File: config.mk
export PLATFORM = sky130hd
export DESIGN_NAME = hotel_checkout
export DESIGN_NICKNAME = d
export VERILOG_FILES = /design/src/rtl/hotel_checkout.sv
export SDC_FILE = /design/constraint.sdc
export NUM_CORES = 1
export LEC_CHECK = 0
export CAP_MARGIN = 20
export CORE_AREA = 2 2 118 120
export DETAILED_ROUTE_END_ITERATION = 10
export DIE_AREA = 0 0 120 122
export PLACE_DENSITY = 0.75
export SLEW_MARGIN = 40
export SYNTH_ARGS = -nofsm -noshare
export SYNTH_HDL_FRONTEND = slang
export SYNTH_SLANG_ARGS = --single-unit
File: constraint.sdc
create_clock -name clk -period 8.2 [get_ports clk]
set_clock_uncertainty 0.1 [all_clocks]
set_input_delay 1.64 -clock clk [delete_from_list [all_inputs] [get_ports clk]]
set_output_delay 1.64 -clock clk [all_outputs]
set_load 0.01 [all_outputs]
File: src/rtl/hotel_checkout.sv
// Seven-slot hotel guest table with a sequential checkout engine: it scans the
// slots for the guest, bills the stay, and frees the slot.
module hotel_checkout (
  input  logic        clk,
  input  logic        rst_n,
  input  logic        book_valid,
  input  logic [3:0]  book_id,
  input  logic [2:0]  book_room,
  input  logic        book_ac,
  input  logic        book_wifi,
  input  logic [4:0]  book_day,
  input  logic        co_req,
  input  logic [3:0]  co_id,
  input  logic [4:0]  co_day,
  output logic        busy,
  output logic        co_done,
  output logic        co_miss,
  output logic [2:0]  co_room,
  output logic [15:0] co_bill,
  output logic [6:0]  occ
);
  typedef enum logic [1:0] {S_IDLE, S_SEARCH, S_CALC, S_DONE} state_t;

  state_t           r_state, w_next;
  logic [6:0]       r_occ, r_occ_q, r_ac, r_wifi;
  logic [6:0][3:0]  r_id;
  logic [6:0][4:0]  r_day;
  logic [3:0]       r_cid;
  logic [4:0]       r_cday;
  logic [2:0]       r_idx, r_room;
  logic [15:0]      r_bill;
  logic             r_miss;

  logic             w_match, w_scan_miss, w_book;
  logic [4:0]       w_stay, w_nights;
  logic [9:0]       w_rate;
  logic [15:0]      w_bill;

  assign w_match     = r_occ[r_idx] && (r_id[r_idx] == r_cid);
  assign w_scan_miss = (r_cid == 4'd0) || (!w_match && r_idx == 3'd6);
  assign w_book      = (r_state == S_IDLE) && book_valid &&
                       (book_id != 4'd0) && (book_room != 3'd7);

  // Day counter wraps at 32; a same-day checkout still pays one night.
  assign w_stay   = r_cday - r_day[r_idx];
  assign w_nights = (w_stay == 5'd0) ? 5'd1 : w_stay;

  always_comb begin
    w_rate = 10'd500;
    if (r_idx <= 3'd1)      w_rate = 10'd700;
    else if (r_idx <= 3'd5) w_rate = 10'd400;
    if (r_ac[r_idx])   w_rate = w_rate + 10'd200;
    if (r_wifi[r_idx]) w_rate = w_rate + 10'd100;
  end

  assign w_bill = {6'd0, w_rate} * {11'd0, w_nights};

  always_ff @(posedge clk or negedge rst_n) begin
    if (!rst_n) r_state <= S_IDLE;
    else        r_state <= w_next;
  end

  always_comb begin
    w_next = r_state;
    case (r_state)
      S_IDLE:   if (co_req) w_next = S_SEARCH;
      S_SEARCH: begin
        if (w_scan_miss)  w_next = S_DONE;
        else if (w_match) w_next = S_CALC;
      end
      S_CALC:   w_next = S_DONE;
      S_DONE:   w_next = S_IDLE;
      default:  w_next = S_IDLE;
    endcase
  end

  always_ff @(posedge clk or negedge rst_n) begin
    if (!rst_n) begin
      r_occ   <= '0;
      r_occ_q <= '0;
      r_ac    <= '0;
      r_wifi  <= '0;
      r_id    <= '0;
      r_day   <= '0;
      r_cid   <= '0;
      r_cday  <= '0;
      r_idx   <= '0;
      r_room  <= '0;
      r_bill  <= '0;
      r_miss  <= 1'b0;
    end else begin
      r_occ_q <= r_occ;
      // Writes only happen in IDLE, so they never collide with the CALC clear.
      if (w_book) begin
        r_occ[book_room]  <= 1'b1;
        r_id[book_room]   <= book_id;
        r_ac[book_room]   <= book_ac;
        r_wifi[book_room] <= book_wifi;
        r_day[book_room]  <= book_day;
      end
      case (r_state)
        S_IDLE: if (co_req) begin
          r_cid  <= co_id;
          r_cday <= co_day;
          r_idx  <= 3'd0;
        end
        S_SEARCH: begin
          if (w_scan_miss) begin
            r_miss <= 1'b1;
            r_bill <= 16'd0;
            r_room <= 3'd0;
          end else if (!w_match) begin
            r_idx <= r_idx + 3'd1;
          end
        end
        S_CALC: begin
          r_bill       <= w_bill;
          r_room       <= r_idx;
          r_miss       <= 1'b0;
          r_occ[r_idx] <= 1'b0;
          r_id[r_idx]  <= 4'd0;
        end
        default: ;
      endcase
    end
  end

  assign busy    = (r_state != S_IDLE);
  assign co_done = (r_state == S_DONE);
  assign co_miss = r_miss;
  assign co_room = r_room;
  assign co_bill = r_bill;
  assign occ     = r_occ_q;
endmodule

======== Word level (Yosys, flattened, before mapping) ========
Index checks and enable logic that the tools add are counted.
storage, ports and cells
  logic and storage cells ................. 119
  bits in registers ....................... 125
  output and inout bits ................... 29
  bits of input ports ..................... 27
cells by class
  eq/ne operators ......................... 11
  $add $sub $neg .......................... 4
  magnitude comparators ................... 6
  bitwise operators ....................... 5
  reductions and logical operators ........ 20
  muxes and demuxes ....................... 47
  multipliers ............................. 1
operators by type and width
  cell                                                         count
  2-to-1 mux 28 bit                                            2
  bitwise mux 35 bit                                           1
  case mux 16 bit (2 select lines)                             1
  2-to-1 mux 10 bit                                            3
  bitwise AND 28 bit                                           1
  bitwise mux 28 bit                                           1
  NOT 28 bit                                                   1
  demux 4 bit (select 3 bit)                                   2
  2-to-1 mux 7 bit                                             3
  2-to-1 mux 16 bit                                            1
  binary-select mux 5 bit (select 3 bit)                       1
  demux 5 bit (select 3 bit)                                   1
  multiplier 10 x 5 -> 15 bit                                  1
  2-to-1 mux 5 bit                                             3
  bitwise mux 7 bit                                            2
  binary-select mux 4 bit (select 3 bit)                       1
  2-to-1 mux 3 bit                                             4
  2-to-1 mux 4 bit                                             3
  case mux 3 bit (2 select lines)                              2
  adder 10 x 7 -> 10 bit (second input constant)               1
  adder 10 x 8 -> 10 bit (second input constant)               1
  binary-select mux 1 bit (select 3 bit)                       3
  less-than comparator 3 x 4 -> 1 bit (second input constant)  2
  != test 2 bit (second input constant)                        4
  other kinds (28)                                             49

======== Logic depth before layout (Yosys ltp) ========
Gate-level depths: netlist of run 1.
  depth in word-level cells ............... 9
  gate-level depth with buffers ........... 28
  depth with buffers taken out ............ 25

======== Worst setup path after synthesis of run 1 ========
OpenSTA, ideal clock, no wires.
  kind .................................... register to register
  start point ............................. reg r_idx[1]
  end point ............................... reg r_bill[14] (netlist: co_bill[14])
  setup time .............................. 0.122 ns
  arrival ................................. 6.266 ns
  cell stages (with the launch flop) ...... 26
  path buffers ............................ 3
  data required time ...................... 7.978 ns
  clock period less this slack ............ 6.488 ns
  setup slack ............................. 1.712 ns
  cells stage by stage .................... dfrtp_1 -> buf_2 -> buf_2 -> buf_1 -> mux4_2 -> nand2_1 -> o21ai_0 -> ha_1 -> inv_1 -> fa_1 -> a21o_1 -> a21oi_1 -> xnor2_1 -> xnor2_1 -> or2_2 -> fa_1 -> fa_1 -> fa_1 -> inv_1 -> ha_1 -> a21o_1 -> a21oi_1 -> a2bb2oi_1 -> a21oi_1 -> mux2i_1 -> a32o_1
on the way
  longest elaborated chain between the ends .. 9
  elaborated cells between the ends (all ways) .. 31
  classes of those cells .................. add/sub (3); mul (1); order compare (2); eq/ne (3); mux (16); reduce/logical (6)
ends and longest elaborated chain
  what                                                                           line    RTL
  start, declared                                                                30      logic [2:0] r_idx, r_room;
  start signal, assigned                                                         113     r_idx <= r_idx + 3'd1;
  <= comparator 3 bit or binary-select mux 4 bit (select 3 bit) (tied branches)  51, 39
  2-to-1 mux 7 bit or 2-to-1 mux 4 bit (tied branches)                           51, 39
  2-to-1 mux 10 bit or equality test 4 bit (tied branches)                       50, 39
  adder 10 x 8 -> 10 bit or logical AND 1 bit (tied branches)                    52, 39
  2-to-1 mux 10 bit or logical NOT 1 bit (tied branches)                         n/a
  adder 10 x 7 -> 10 bit or logical AND 1 bit (tied branches)                    53, 40
  2-to-1 mux 10 bit or logical OR 1 bit (tied branches)                          53, 40
  multiplier 10 x 5 -> 15 bit or != test 2 bit (tied branches)                   n/a
  case mux 16 bit (2 select lines) or AND reduction 2 bit (tied branches)        n/a
  end signal, assigned                                                           117     r_bill <= w_bill;
  end, declared                                                                  31      logic [15:0] r_bill;
Parallel ways exist; a longest one is shown, timed or not. The select of a mux whose other input is x is not followed.
A chain may end at the register's enable or synchronous reset.

======== Worst setup path after layout of run 1 ========
  start point ............................. reg r_idx[2]
  end point ............................... reg r_bill[14] (netlist: co_bill[14])
Same word-level chain as after synthesis.

==> run metrics, run 1 <==
status complete, no violations; Initial Util 0.538; Clock Tree Buf Depth 2; overflow left after global routing 0; CTS Root Cell clkbuf_16; hold path cells 0; critical path's top delay family adder cells; CP Buf/Inv Count 3; ys flop type dfrtp_1; Slew HR 0.483; Rows 43; input/output buffers 52; register area share after synthesis 0.420; initial drt markers roughly 330; post_cts resized 0; # nets final 796; DIE AREA 14600 um^2; fin cells 908; share of cells above drive strength 1 0.174; Clock Sink Count roughly 120; Max stage delay cell, worst path dfrtp_1; hold buffers post-CTS 0; EDFF count, synth 0; Period minus WS final 6.72 ns; vias in the first global route about 5500; vias post-DR 5208; Die Width approximately 120 um; Ant. Diodes 0; Area growth syn-to-layout 17.1%; HP Class reg2reg; TritonCTS Buffers 17; final setup fails 0; Post-CTS Setup Inserts 0; DR vias/cell 5.74; commonest non-fill, non-tap cell in the layout dfrtp_1; Critical Path RT between 8 and 9 ns; synth warn 0; # DRC 0; I/O Pins 56; H-tree levels 4; Post-DP HPWL 11800 um; Inst Count DP 876; routability cong. around 0.85; Slew @ Worst Pin 0.767 ns; Die Y 122 um; cell count of the worst reg-to-reg path 23; initial antenna violation count 0; crit path max fanout 18; Worst path depth 23; Reg area between 3000 and 4000 um^2; Slew Viols, Final 0; CP peak stage delay 0.67 ns; critical path, cell by cell buf_4 -> nor2b_1 -> a21oi_1 -> o21ai_0 -> ha_1 -> inv_1 -> fa_1 -> a21o_1 -> a21oi_1 -> xnor2_1 -> xnor2_1 -> or2_2 -> fa_1 -> fa_1 -> fa_1 -> inv_1 -> ha_1 -> a21o_1 -> a21oi_1 -> a2bb2oi_1 -> a21oi_1 -> mux2i_1 -> a32o_1; most frequent cells in the layout dfrtp_1, nor2_1, mux2_2; CP endpoint kind flop; fmax 149 MHz; RSZ-0062 raised after global routing false; CTS tree done; core area 13500 um^2; mapped cell area 7270 um^2; clk_lat worst skew between 0.4 and 0.5 ns; Yosys reg bits 122; WP data arrival 6.94 ns; Synth Instances 662; GRT Util Overall 0.240; Post-Syn Area per Cell 11.0 um^2; max cap viols 0; fillers ~1000; largest net degree at the start of global routing 74; wirelength, routed 16100 um; routed length per placed instance 17.7 um; DR pass1 iterations 5; Period Utilization, post-route 0.820; Antenna Nets Post-Route 0; first-pass GRT wire length 27100 um; setup TNS 0 ns; clock-pin transition on the worst setup and hold timing paths 0.06 ns; Async S/R FF share, synth 1.00; worst setup path class reg2reg; Hold Vio Cnt, Final 0; Multi-input gate area slightly below 4000 um^2; crit start category flop; Distinct cells, synth 59
## routing by layer
layer | wire (um) | up-vias | GRT usage | share of wire
met4 | 445 | 0 | 0.111 | 0.028
met3 | 759 | 36 | 0.0585 | 0.047
li1 | - | 2413 | - | -
met5 | 0 | - | 0 | 0
met2 | 7870 | 135 | 0.397 | 0.49
met1 | 7030 | 2624 | 0.297 | 0.44
## per-stage QoR
stage                     hold slack [ns]  worst slack [ns]  instance area (um^2)   util
after floorplan                     0.269              1.71                  7270      -
after global placement              0.286              1.72                  7920  0.587
after detailed placement            0.288              1.55                  7930  0.587
after CTS                           0.302              1.53                  8510  0.630
after global routing                0.318              1.06                  8510  0.630
final                               0.304              1.48                  8510  0.630
## cells by family after synthesis
family / Yosys count / synth area share
adder cells (fa/ha/maj): 54 / 0.114
other: 1 / 0.000516
AO/OA/AOI/OAI: 89 / 0.0895
buffers and inverters: 76 / 0.0479
multiplexers: 121 / 0.190
flip-flops: 122 / 0.420
AND/OR/NAND/NOR: 179 / 0.114
XOR/XNOR: 20 / 0.0241
## area by class of cell
class                           count  area share
Clock inverter                     10      0.0106
Tap cell                          180      0.0265
Sequential cell                   122       0.359
Timing Repair Buffer               62      0.0701
Multi-Input combinational cell    466       0.456
Inverter                           46      0.0203
Clock buffer                       22      0.0581
## synthesized netlist by cell type, types with 2 or more instances
cell type	number	area, um^2
a221o_1	6	60.1
a21oi_1	14	70.1
xor2_1	8	70.1
o221ai_1	2	17.5
inv_1	45	169
mux2_2	67	754
o21a_1	2	15.0
mux4_2	7	158
mux2i_1	47	470
nor3b_1	3	22.5
nand3_1	7	35.0
and3_1	2	12.5
or3_1	4	25.0
nand2_1	31	116
nor3_1	12	60.1
o22ai_1	8	50.1
nor2b_1	6	37.5
nand2b_1	14	87.6
a2bb2oi_1	4	35.0
o21ai_0	13	65.1
buf_1	5	18.8
dfrtp_1	122	3050
buf_4	5	37.5
fa_1	20	400
a21boi_0	2	15.0
o31ai_1	5	37.5
o2bb2ai_1	2	17.5
a21o_1	6	45.0
nor4_1	2	12.5
o211ai_1	2	15.0
or2_2	3	18.8
buf_6	4	45.0
xnor2_1	12	105
clkbuf_1	13	48.8
or4_1	2	15.0
and2_1	9	56.3
nor2_1	81	304
a22o_1	10	87.6
ha_1	34	425
buf_2	2	10.0
## worst paths after layout
path | from | end | slack [ns]
max in group asynchronous | rst_n | r_id[22] | 5.77
min in group asynchronous | rst_n | co_bill[3] | 1.15
worst min-delay path | r_occ[4] | occ[4] | 0.30
worst max register to register | r_idx[2] | co_bill[14] | 1.48
worst max-delay path | r_idx[2] | co_bill[14] | 1.48
worst min register to register | r_occ[4] | occ[4] | 0.30
## sequential cells by signal (all words and copies together) (netlist names)
signal and flops:
r_day 35, r_state 2, co_room 3, r_wifi 7, r_cid 4, occ 7, r_id 28, co_bill 13
co_miss 1, r_ac 7, r_occ 7, r_idx 3, r_cday 5
Power of run 1 is not shown: default switching activity piles up to over one toggle a cycle in this logic, so the estimate is an artifact.
==> run 2: changes to the inputs <==
Clock period 8.2 ns to 6.3 ns, I/O delays scaled along.
==> run 2 against run 1 <==
Against the previous run: cell count grew 0.88%; sequential cell count is the same; utilization grew 0.65 points; highest routed layer unchanged.
==> run metrics, run 2 (same netlist as run 1, synthesis figures left out) <==
status complete, no violations; Area growth syn-to-layout 18.3%; initial drt markers 355 (+9.2%); clock-pin transition on the worst setup and hold timing paths 0.05 ns (about the same); share of cells above drive strength 1 0.192 (+0.0171); Biggest register r_day; HP Class reg2reg; Ant. Diodes 0 (unchanged); fmax 166 MHz (+12%); Clock Tree Buf Depth 2 (unchanged); Slew Viols, Final 0 (unchanged); crit start category flop; most frequent cells in the layout dfrtp_1, nor2_1, mux2_2; Initial Util 0.538 (unchanged); worst setup path class reg2reg; Critical Path RT 6.50 ns (-1.91 ns); CP peak stage delay 0.56 ns (-0.11 ns); fin cells 916 (+0.88%); CTS tree done; crit path max fanout 8 (-10); Max stage delay cell, worst path fa_1; TritonCTS Buffers 17 (unchanged); wirelength, routed 16600 um (+3.0%); Hold Path Origin r_occ[0]; DIE AREA 14600 um^2 (unchanged); DR vias/cell 5.73 (-0.17%); Die Width 120 um (unchanged); hold buffers post-CTS 0 (unchanged); H-tree levels 4 (unchanged); overflow left after global routing 0 (unchanged); Antenna Nets Post-Route 0 (unchanged); origin of the critical flop-to-flop path r_idx[1]; routed length per placed instance 18.1 um (+2.1%); Slew @ Worst Pin 0.791 ns (+0.0240 ns); WP data arrival 6.21 ns (-0.73 ns); CP Buf/Inv Count 2 (-1); # nets final 808 (+1.5%); routability cong. 0.892 (+4.9%); Period Utilization, post-route 0.954 (+0.134); largest net degree at the start of global routing 64 (-14%); clk_lat worst skew 0.42 ns (about the same); CP most frequent cell fa_1; Post-DP HPWL 12100 um (+3.2%); final setup fails 0 (unchanged); max cap viols 0 (unchanged); # DRC 0 (unchanged); Clock Sink Count 122 (unchanged); core area 13500 um^2 (unchanged); Hold Vio Cnt, Final 0 (unchanged); critical path, cell by cell buf_4 -> mux4_2 -> o21ai_0 -> ha_1 -> a21o_1 -> a21oi_2 -> xnor2_2 -> xnor2_2 -> or2_2 -> fa_1 -> fa_1 -> fa_1 -> inv_1 -> ha_1 -> a21o_1 -> a21oi_1 -> a2bb2oi_1 -> a21oi_1 -> mux2i_1 -> a32o_1; Die Y 122 um (unchanged); Slew HR 0.469 (-0.0145); first-pass GRT wire length 27800 um (+2.7%); Rows 43 (unchanged); initial antenna violation count 0 (unchanged); Crit. Startpoint r_idx[1]; critical path's top delay family adder cells; Inst Count DP 887 (+1.3%); commonest non-fill, non-tap cell in the layout dfrtp_1; input/output buffers 52 (unchanged); CTS Root Cell clkbuf_16; vias in the first global route 5533 (+1.1%); I/O Pins 56 (unchanged); vias post-DR 5245 (+0.71%); Period minus WS final 6.01 ns (-0.714 ns); GRT Util Overall 0.245 (+0.00530); DR pass1 iterations 5 (unchanged); CP endpoint kind flop; max FFs per register 35 (unchanged)
run 2: through the flow:
stage	hold WS (ns)	instance area [um^2]	utilization	TNS, ns	setup slack, ns
after floorplan	0.269	7270	-	0	0.00726
after global placement	0.298	8000	0.593	0	0.302
after detailed placement	0.291	8000	0.593	0	0.0649
after CTS	0.306	8540	0.633	0	0.0318
after global routing	0.322	8600	0.637	-0.00291	-0.00291
final	0.310	8600	0.637	0	0.291
run 2: repair_timing:
action | in CTS | in global routing
buffers inserted | 0 | 1
resized for setup | 0 | 8
setup endpoints to repair | 0 | 6
run 2: layout make-up:
cell class / count / area (um^2)
inverter: 46 / 173
fill: 1042 / 4910
sequential: 122 / 3050
clock inverter: 8 / 73.8
timing repair buffer: 74 / 694
clock buffer: 20 / 467
tap: 180 / 225
multi-input combinational: 466 / 3910
run 2: layer usage:
layer	routed length (um)	vias up	GRT usage
li1	-	2424	-
met1	7260	2640	0.308
met2	8180	148	0.404
met3	674	33	0.0618
met4	462	0	0.104
met5	0	-	0
run 2: worst paths after layout:
check	end	slack, ns	depth (start not counted)
max in group asynchronous	r_idx[1]	4.44	2
max	co_bill[14]	0.29	20
min in group asynchronous	co_bill[6]	0.72	1
min	occ[0]	0.31	0
max reg2reg	co_bill[14]	0.29	20
min reg2reg	occ[0]	0.31	0
Power of run 2 is left out for the same reason.
